`config.mk`:
```
export PLATFORM = sky130hd
export DESIGN_NAME = tpg_multi_flat
export DESIGN_NICKNAME = d
export VERILOG_FILES = /design/src/rtl/tpg_multi_if.sv /design/src/rtl/tpg_multi.sv /design/src/flat_wrapper.sv
export SDC_FILE = /design/constraint.sdc
export NUM_CORES = 1
export LEC_CHECK = 0
export BUFFER_PORTS_ARGS = -buffer_cell sky130_fd_sc_hd__buf_2
export CORE_ASPECT_RATIO = 1.4
export CORE_MARGIN = 8
export CORE_UTILIZATION = 50
export CTS_CLUSTER_DIAMETER = 150
export DETAILED_ROUTE_END_ITERATION = 8
export PLACE_DENSITY = 0.88
export SETUP_SLACK_MARGIN = 0.1
export SYNTH_ARGS = -nofsm -noshare
export SYNTH_HDL_FRONTEND = slang
export SYNTH_SLANG_ARGS = --single-unit
```
`constraint.sdc`:
```
create_clock -name clk -period 3.12 [get_ports clk]
set_clock_uncertainty 0.2 [all_clocks]
set_input_delay 0.156 -clock clk [delete_from_list [all_inputs] [get_ports clk]]
set_output_delay 0.156 -clock clk [all_outputs]
set_load 0.01 [all_outputs]
```
`src/rtl/tpg_multi_if.sv`:
```
// Video output bus of the test pattern generator: raster timing, pixel data,
// frame/line markers and the completed-frame counter.
interface tpg_multi_if #(
   parameter int unsigned PW      = 8,
   parameter int unsigned FC_BITS = 8
);
   localparam int unsigned RGB_W = 3 * PW;

   logic               hs;
   logic               vs;
   logic               vld;
   logic [RGB_W-1:0]   rgb;
   logic               sof;
   logic               eol;
   logic [FC_BITS-1:0] frame_cnt;

   modport master (
      output hs, vs, vld, rgb, sof, eol, frame_cnt
   );

   modport slave (
      input hs, vs, vld, rgb, sof, eol, frame_cnt
   );
endinterface

```
`src/rtl/tpg_multi.sv`:
```
// Multi-pattern video test pattern generator: programmable raster timing with
// ramp/hramp/bars/checker/solid patterns. Optional overlay: TPG_CROSSHAIR_EN.
module tpg_multi #(
   parameter int unsigned PW        = 8,
   parameter int unsigned H_BITS    = 12,
   parameter int unsigned V_BITS    = 12,
   parameter int unsigned BAR_SHIFT = 5,
   parameter int unsigned CK_SHIFT  = 3,
   parameter int unsigned FC_BITS   = 8
) (
   input  logic                clk,
   input  logic                rst,
   input  logic                enable,
   input  logic [2:0]          mode,
   input  logic [3*PW-1:0]     solid_rgb,
   input  logic [H_BITS-1:0]   tHS_START,
   input  logic [H_BITS-1:0]   tHS_END,
   input  logic [H_BITS-1:0]   tHACT_START,
   input  logic [H_BITS-1:0]   tHACT_END,
   input  logic [H_BITS-1:0]   tH_END,
   input  logic [V_BITS-1:0]   tVS_START,
   input  logic [V_BITS-1:0]   tVS_END,
   input  logic [V_BITS-1:0]   tVACT_START,
   input  logic [V_BITS-1:0]   tVACT_END,
   input  logic [V_BITS-1:0]   tV_END,
`ifdef TPG_CROSSHAIR_EN
   input  logic [H_BITS-1:0]   xh_x,
   input  logic [V_BITS-1:0]   xh_y,
`endif
   tpg_multi_if.master         vid
);

   localparam int unsigned RGB_W = 3 * PW;

   localparam logic [2:0] MODE_RAMP  = 3'd0;
   localparam logic [2:0] MODE_HRAMP = 3'd1;
   localparam logic [2:0] MODE_BARS  = 3'd2;
   localparam logic [2:0] MODE_CHECK = 3'd3;
   localparam logic [2:0] MODE_SOLID = 3'd4;

   // Raster position and frame-persistent state
   logic [H_BITS-1:0]  r_x;
   logic [V_BITS-1:0]  r_y;
   logic [2:0]         r_mode;
   logic [PW-1:0]      r_ramp;
   logic [FC_BITS-1:0] r_fc;

   // Registered outputs
   logic               r_hs;
   logic               r_vs;
   logic               r_vld;
   logic               r_sof;
   logic               r_eol;
   logic [RGB_W-1:0]   r_rgb;

   logic               w_origin;
   logic [2:0]         w_mode;
   logic               w_x_end;
   logic               w_y_end;
   logic               w_hs;
   logic               w_vs;
   logic               w_hact;
   logic               w_vact;
   logic               w_vld;
   logic               w_sof;
   logic               w_eol;
   logic [H_BITS-1:0]  w_x_act;
   logic [V_BITS-1:0]  w_y_act;
   logic [PW-1:0]      w_hramp;
   logic [2:0]         w_bar;
   logic               w_ck;
   logic [RGB_W-1:0]   w_pat;
   logic [RGB_W-1:0]   w_rgb;
   logic               w_unused_bits;

   // The first pixel of a frame already uses the newly sampled mode
   assign w_origin = (r_x == '0) && (r_y == '0);
   assign w_mode   = w_origin ? mode : r_mode;

   // Equality wrap: a lowered END lets the counter run to full scale and recover
   assign w_x_end = (r_x == tH_END - H_BITS'(1));
   assign w_y_end = (r_y == tV_END - V_BITS'(1));

   assign w_hs   = (r_x >= tHS_START)   && (r_x < tHS_END);
   assign w_vs   = (r_y >= tVS_START)   && (r_y < tVS_END);
   assign w_hact = (r_x >= tHACT_START) && (r_x < tHACT_END);
   assign w_vact = (r_y >= tVACT_START) && (r_y < tVACT_END);
   assign w_vld  = w_hact && w_vact;

   assign w_sof = w_vld && (r_x == tHACT_START) && (r_y == tVACT_START);
   assign w_eol = w_vld && (r_x == tHACT_END - H_BITS'(1));

   assign w_x_act = r_x - tHACT_START;
   assign w_y_act = r_y - tVACT_START;

   assign w_hramp = PW'(w_x_act) + PW'(r_fc);
   // Bar index inverted so bar 0 is white and bar 7 is black
   assign w_bar   = ~3'(w_x_act >> BAR_SHIFT);
   assign w_ck    = w_x_act[CK_SHIFT] ^ w_y_act[CK_SHIFT];

   always_comb begin
      w_pat = '0;
      case (w_mode)
         MODE_RAMP:  w_pat = {r_ramp, r_ramp, r_ramp};
         MODE_HRAMP: w_pat = {w_hramp, w_hramp, w_hramp};
         MODE_BARS:  w_pat = {{PW{w_bar[2]}}, {PW{w_bar[1]}}, {PW{w_bar[0]}}};
         MODE_CHECK: w_pat = {RGB_W{w_ck}};
         MODE_SOLID: w_pat = solid_rgb;
         default:    w_pat = '0;
      endcase
`ifdef TPG_CROSSHAIR_EN
      if ((w_x_act == xh_x) || (w_y_act == xh_y)) begin
         w_pat = {{PW{1'b1}}, {(2*PW){1'b0}}};
      end
`endif
   end

   assign w_rgb = w_vld ? w_pat : '0;

   // Only selected bits of the offsets and frame count feed the patterns
   assign w_unused_bits = ^{w_x_act, w_y_act, r_fc};

   always_ff @(posedge clk or posedge rst) begin
      if (rst) begin
         r_x    <= '0;
         r_y    <= '0;
         r_mode <= '0;
         r_ramp <= '0;
         r_fc   <= '0;
         r_hs   <= 1'b0;
         r_vs   <= 1'b0;
         r_vld  <= 1'b0;
         r_sof  <= 1'b0;
         r_eol  <= 1'b0;
         r_rgb  <= '0;
      end else if (!enable) begin
         // Disabled: park at the origin, abort the frame, keep frame count and ramp
         r_x    <= '0;
         r_y    <= '0;
         r_hs   <= 1'b0;
         r_vs   <= 1'b0;
         r_vld  <= 1'b0;
         r_sof  <= 1'b0;
         r_eol  <= 1'b0;
         r_rgb  <= '0;
      end else begin
         r_hs  <= w_hs;
         r_vs  <= w_vs;
         r_vld <= w_vld;
         r_sof <= w_sof;
         r_eol <= w_eol;
         r_rgb <= w_rgb;

         if (w_origin) begin
            r_mode <= mode;
         end
         if (w_vld) begin
            r_ramp <= r_ramp + PW'(1);
         end

         if (w_x_end) begin
            r_x <= '0;
            if (w_y_end) begin
               r_y  <= '0;
               r_fc <= r_fc + FC_BITS'(1);
            end else begin
               r_y <= r_y + V_BITS'(1);
            end
         end else begin
            r_x <= r_x + H_BITS'(1);
         end
      end
   end

   assign vid.hs        = r_hs;
   assign vid.vs        = r_vs;
   assign vid.vld       = r_vld;
   assign vid.rgb       = r_rgb;
   assign vid.sof       = r_sof;
   assign vid.eol       = r_eol;
   assign vid.frame_cnt = r_fc;

endmodule
```
`src/flat_wrapper.sv`:
```
// flat-port wrapper written by rule: the top's interface ports become plain ports
module tpg_multi_flat 
#(
   parameter int unsigned PW        = 8,
   parameter int unsigned H_BITS    = 12,
   parameter int unsigned V_BITS    = 12,
   parameter int unsigned BAR_SHIFT = 5,
   parameter int unsigned CK_SHIFT  = 3,
   parameter int unsigned FC_BITS   = 8
)
  (clk, rst, enable, mode, solid_rgb, tHS_START, tHS_END, tHACT_START, tHACT_END, tH_END, tVS_START, tVS_END, tVACT_START, tVACT_END, tV_END, vid_hs, vid_vs, vid_vld, vid_rgb, vid_sof, vid_eol, vid_frame_cnt);
  tpg_multi_if #(.PW(PW), .FC_BITS(FC_BITS)) vid_i ();
  input  logic clk;
  input  logic rst;
  input  logic enable;
  input  logic [2:0] mode;
  input  logic [3*PW-1:0] solid_rgb;
  input  logic [H_BITS-1:0] tHS_START;
  input  logic [H_BITS-1:0] tHS_END;
  input  logic [H_BITS-1:0] tHACT_START;
  input  logic [H_BITS-1:0] tHACT_END;
  input  logic [H_BITS-1:0] tH_END;
  input  logic [V_BITS-1:0] tVS_START;
  input  logic [V_BITS-1:0] tVS_END;
  input  logic [V_BITS-1:0] tVACT_START;
  input  logic [V_BITS-1:0] tVACT_END;
  input  logic [V_BITS-1:0] tV_END;
  output wire logic [$bits(vid_i.hs)-1:0] vid_hs;
  output wire logic [$bits(vid_i.vs)-1:0] vid_vs;
  output wire logic [$bits(vid_i.vld)-1:0] vid_vld;
  output wire logic [$bits(vid_i.rgb)-1:0] vid_rgb;
  output wire logic [$bits(vid_i.sof)-1:0] vid_sof;
  output wire logic [$bits(vid_i.eol)-1:0] vid_eol;
  output wire logic [$bits(vid_i.frame_cnt)-1:0] vid_frame_cnt;
  assign vid_hs = vid_i.hs;
  assign vid_vs = vid_i.vs;
  assign vid_vld = vid_i.vld;
  assign vid_rgb = vid_i.rgb;
  assign vid_sof = vid_i.sof;
  assign vid_eol = vid_i.eol;
  assign vid_frame_cnt = vid_i.frame_cnt;
  tpg_multi #(.PW(PW), .H_BITS(H_BITS), .V_BITS(V_BITS), .BAR_SHIFT(BAR_SHIFT), .CK_SHIFT(CK_SHIFT), .FC_BITS(FC_BITS)) u_core (.clk(clk), .rst(rst), .enable(enable), .mode(mode), .solid_rgb(solid_rgb), .tHS_START(tHS_START), .tHS_END(tHS_END), .tHACT_START(tHACT_START), .tHACT_END(tHACT_END), .tH_END(tH_END), .tVS_START(tVS_START), .tVS_END(tVS_END), .tVACT_START(tVACT_START), .tVACT_END(tVACT_END), .tV_END(tV_END), .vid(vid_i));
endmodule
```
==> flow_results.org <==
** Critical path
- R2r startpoint :: u_core.r_x[0]
- Max stage delay cell, worst path :: sky130_fd_sc_hd__dfrtp_1
- The most numerous cell type found on the critical path is sky130_fd_sc_hd__inv_2.
- Together, buffers and inverters on the worst path number 2.
- The critical path is of the flip-flop to flip-flop type.
- Worst R2R Path Depth :: 15
- Critical Path Source Type :: flip-flop
- Kind of end point of the critical path :: flip-flop
- Required time of the critical path :: approximately 3.1 ns
- Traced cell by cell, the critical path runs through inv_2, ha_4, inv_2, fa_2, a21o_1, a21oi_2, o21bai_1, a21oi_1, xnor2_1, ha_2, nor3_2, a211o_1, xnor3_1, a221oi_2, a31oi_1.
- Number of cells on the critical path :: 15
- The setup check on the worst reg-to-reg path leaves a slack of -0.36 ns.
- Maximum fanout along the worst path :: 3
- Crit path largest cell delay :: 0.41 ns
- Worst R2R End :: u_core.vid.rgb[15]
- Signal arrival time at the worst endpoint :: 3.48 ns
- Among cell families on the critical path, the largest total delay comes from compound AO/OA/AOI/OAI gates.

** CTS
- The clock net in this run drives a total of 72 sinks.
- At the later pin of the worst-skew pair, clock insertion delay measures 0.34 ns.
- Clock-pin slew was measured on the worst setup and hold paths at ~0.06 ns.
- Clock tree from TritonCTS :: built
- Max H-tree Level :: 3
- Bufs on Longest Clock Path :: 2
- Inserted Clock Buffers :: 9
- The root buffer cell chosen for the clock tree is sky130_fd_sc_hd__clkbuf_16.

** GRT
- Aggregate global routing overflow :: 0
- Entering global routing, the biggest net connects 40 pins.
- Busiest metal layer after global routing :: met2
- Met1 track utilization from global routing :: 0.244
- For this run, global-route usage on met3 was measured as 0.0479.
- Wire length of the first global-routing pass :: 38300 um
- The initial antenna violation count is 0.
- For met2 alone, demand over resource in global routing was 0.489.
- GRT Total Usage :: 0.252
- Number of global-route vias before repair :: 7921

** Timing
- Part of the cycle the worst path needs :: 1.12
- RSZ-0062 raised after global routing :: yes
- At the pin with the least slew margin, the transition time is 0.804 ns.
- After layout, the worst setup slack is -0.363 ns.
- Final max-slew violation count :: 0
- Maximum clock rate :: 287 MHz
- Total of endpoints with negative setup slack in the final report :: 24
- In this run the tightest slew margin relative to its limit is 0.456.
- The count of endpoints failing hold in the final timing report was 0.
- Hold slack :: 0.0628 ns
- Counting I/O delays and the setup requirement, the final critical path takes 3.48 ns.
- Final sum of negative setup slack :: -3.86 ns

** Synth
- Portion of synthesized cell area occupied by the leading cell type :: 0.248
- Area leader, netlist :: sky130_fd_sc_hd__dfrtp_1
- After synthesis, the cell types taking the most area are sky130_fd_sc_hd__dfrtp_1, sky130_fd_sc_hd__ha_1, sky130_fd_sc_hd__inv_1.
- Asr flop ratio synth :: 1.00
- Total standard cell area after synthesis :: 7270 um2
- Synthesis produced a netlist with a net count of between 1000 and 1500.
- Sequential cell area fraction in the yosys report :: 0.248
- Synthesis produced 871 cells.
- Number of synthesized register bits :: 72
- Yosys printed 0 warnings.
- For this run, the leading register cell type out of synthesis is sky130_fd_sc_hd__dfrtp_1.
- Library cells used by synthesis :: 66
- Counting flops with a built-in enable in the synthesized netlist gives 0.
- Avg Synthesized Cell Area :: 8.34 um2

** Hold path
- The worst hold path was traced through 2 stages.
- For hold timing, the worst endpoint is u_core.r_y[7].
- The worst hold path begins at enable.
- Class of the tightest hold or removal check :: primary input to flip-flop

** Drt
- Detailed-route via count :: 7960
- Once detail routing completed, the nets flagged for antenna violations numbered 0.
- Via density per instance :: a little under 6
- Wires add up to ~26000 um.
- Per-cell routed wire length :: around 20 um
- For this run, design rule violations remaining after detail routing come to 0.
- The pre-antenna-repair detailed-routing pass consisted of 5 iterations.
- Detailed router's first-iteration violation count :: 651

** Floorplan
- Number of placement rows :: 52
- For this configuration, the core starts out at a cell density of 0.508.
- Full die area :: 18700 um2
- Die Width :: approximately 120 um
- The core region is 14300 um2.
- Number of top-level pins :: about 190
- Vert. Die Dim :: 159 um

** Final layout
- Fill cells :: 1048
- The finished layout holds 1335 standard cells, fillers aside.
- The repair_antennas step left the layout with diodes totalling 0.
- Relative to the synthesized area, the layout overhead comes to 34.9%.
- Share of post-route cells with drive strength above 1 :: 0.300
- Design area :: around 9800 um2
- Layout net count :: 1402

** Flow run
- Max Cap Viol :: 0

** Power and ir drop
- Total power divided by cell area :: 330 nW/um2
- The worst-case IR drop observed on VDD is around 330 uV.
- The analysis attributes to cell leakage a power of 0.00527 uW.

** Outcome
- Result of the run :: finished, violations left
- The checks that failed: setup timing.

** Placed design
- Worst setup slack before clock tree synthesis :: -0.0616 ns
- Detailed placement ended at an HPWL of 17700 um.
- Routability-driven placement finished with a final weighted congestion of 0.905.
- During placement, the flow inserted port buffers numbering about 190.
- Placed cell areas :: approximately 9000 um2
- After detailed placement, the design holds a cell count of 1275.
-- sequential cells by signal, indices dropped and copies added, names as in the netlist --
| name | count |
|---|---|
| u_core.r_mode | 3 |
| u_core.vid.frame_cnt | 8 |
| u_core.r_ramp | 8 |
| u_core.vid.vld | 1 |
| u_core.vid.rgb | 24 |
| u_core.vid.hs | 1 |
| u_core.vid.sof | 1 |
| u_core.vid.vs | 1 |
| u_core.r_y | 12 |
| u_core.r_x | 12 |
| u_core.vid.eol | 1 |
-- stage by stage --
stage,utilization,total power [uW]
2_1_floorplan,-,1520
3_3_place_gp,0.615,1790
4_1_cts,0.661,3020
5_1_grt,0.685,3360
3_5_place_dp,0.615,1830
6_report,0.685,3240
-- cell usage after synthesis, types with 5 or more instances --
cell type	number
sky130_fd_sc_hd__xor2_1	33
sky130_fd_sc_hd__dfrtp_1	72
sky130_fd_sc_hd__nand2b_1	9
sky130_fd_sc_hd__nor3_1	28
sky130_fd_sc_hd__mux2i_1	5
sky130_fd_sc_hd__nor4_1	12
sky130_fd_sc_hd__nand4_1	20
sky130_fd_sc_hd__nor2b_1	14
sky130_fd_sc_hd__nor2_1	68
sky130_fd_sc_hd__and4_1	6
sky130_fd_sc_hd__inv_1	125
sky130_fd_sc_hd__a31oi_1	14
sky130_fd_sc_hd__xnor2_1	48
sky130_fd_sc_hd__mux2_2	5
sky130_fd_sc_hd__nand2_1	39
sky130_fd_sc_hd__o22ai_1	7
sky130_fd_sc_hd__a21oi_1	52
sky130_fd_sc_hd__a211oi_1	13
sky130_fd_sc_hd__and3_1	8
sky130_fd_sc_hd__nand3_1	22
sky130_fd_sc_hd__o21a_1	10
sky130_fd_sc_hd__clkbuf_1	24
sky130_fd_sc_hd__a21o_1	29
sky130_fd_sc_hd__ha_1	109
sky130_fd_sc_hd__o21ai_0	22
-- worst register-to-register path, stage by stage, from the launching register on --
cell and delay, ns:
sky130_fd_sc_hd__dfrtp_1 0.41, sky130_fd_sc_hd__inv_2 0.10, sky130_fd_sc_hd__ha_4 0.16, sky130_fd_sc_hd__inv_2 0.05, sky130_fd_sc_hd__fa_2 0.36, sky130_fd_sc_hd__a21o_1 0.20
sky130_fd_sc_hd__a21oi_2 0.14, sky130_fd_sc_hd__o21bai_1 0.07, sky130_fd_sc_hd__a21oi_1 0.18, sky130_fd_sc_hd__xnor2_1 0.18, sky130_fd_sc_hd__ha_2 0.26, sky130_fd_sc_hd__nor3_2 0.05
sky130_fd_sc_hd__a211o_1 0.30, sky130_fd_sc_hd__xnor3_1 0.19, sky130_fd_sc_hd__a221oi_2 0.35, sky130_fd_sc_hd__a31oi_1 0.15
-- where the power goes --
group | internal (uW) | switching (uW) | leakage, uW
sequential | 957 | 29.8 | 0.000987
clock | 742 | 407 | 0.000165
combinational | 498 | 604 | 0.00412
-- placed cells by master (no fill, tap or decap), drive strengths merged, types with 10 or more instances in the layout --
| cell | instances |
|---|---|
| a211oi | 13 |
| a21o | 29 |
| a21oi | 52 |
| a31oi | 14 |
| buf | 258 |
| clkbuf | 11 |
| dfrtp | 72 |
| dlygate4sd3 | 27 |
| ha | 109 |
| inv | 125 |
| nand2 | 39 |
| nand3 | 22 |
| nand4 | 21 |
| nor2 | 68 |
| nor2b | 14 |
| nor3 | 29 |
| nor4 | 15 |
| o21a | 10 |
| o21ai | 25 |
| xnor2 | 48 |
| xor2 | 33 |
-- layer usage --
layer	part of all wire	wire, um
met5	0	0
met2	0.51	13300
met4	0.076	1990
met1	0.35	9070
met3	0.066	1740
-- layout make-up --
type	instances	area, um2	share of cell area
clock inverter	5	78.8	0.00804
multi-input combinational	648	5180	0.528
timing repair buffer	285	1790	0.182
sequential	72	1800	0.184
inverter	125	469	0.0479
tap	189	236	0.0241
clock buffer	11	253	0.0258
-- worst max-delay path by stage --
stage                       start                 end  slack (ns)
global placement    u_core.r_x[0]  u_core.vid.rgb[15]        0.03
finish              u_core.r_x[0]  u_core.vid.rgb[15]       -0.36
global route        u_core.r_x[0]  u_core.vid.rgb[15]       -0.52
CTS                 u_core.r_x[0]  u_core.vid.rgb[15]       -0.05
floorplan           u_core.r_x[0]  u_core.vid.rgb[15]       -0.03
detailed placement  u_core.r_x[0]  u_core.vid.rgb[15]       -0.06
-- cells by family after synthesis --
| kind of cell | count (synthesis) | synth area share |
|---|---|---|
| DFF | 72 | 0.248 |
| muxes | 10 | 0.0146 |
| adders and majority gates | 111 | 0.193 |
| xor gates and xnor gates | 82 | 0.101 |
| AOI/OAI and AO/OA | 185 | 0.169 |
| buffers and inverters | 151 | 0.0782 |
| and+or+nand+nor | 260 | 0.197 |
-- what timing repair did --
item	CTS	global route
endpoints found under the hold margin	59	0
gates cloned	0	2
gates resized for setup	10	58
hold buffers	27	0
pin swaps	3	19
setup buffers	4	12
endpoints found under the setup margin	26	31
No activity file was read; power rests on OpenSTA's default activity.
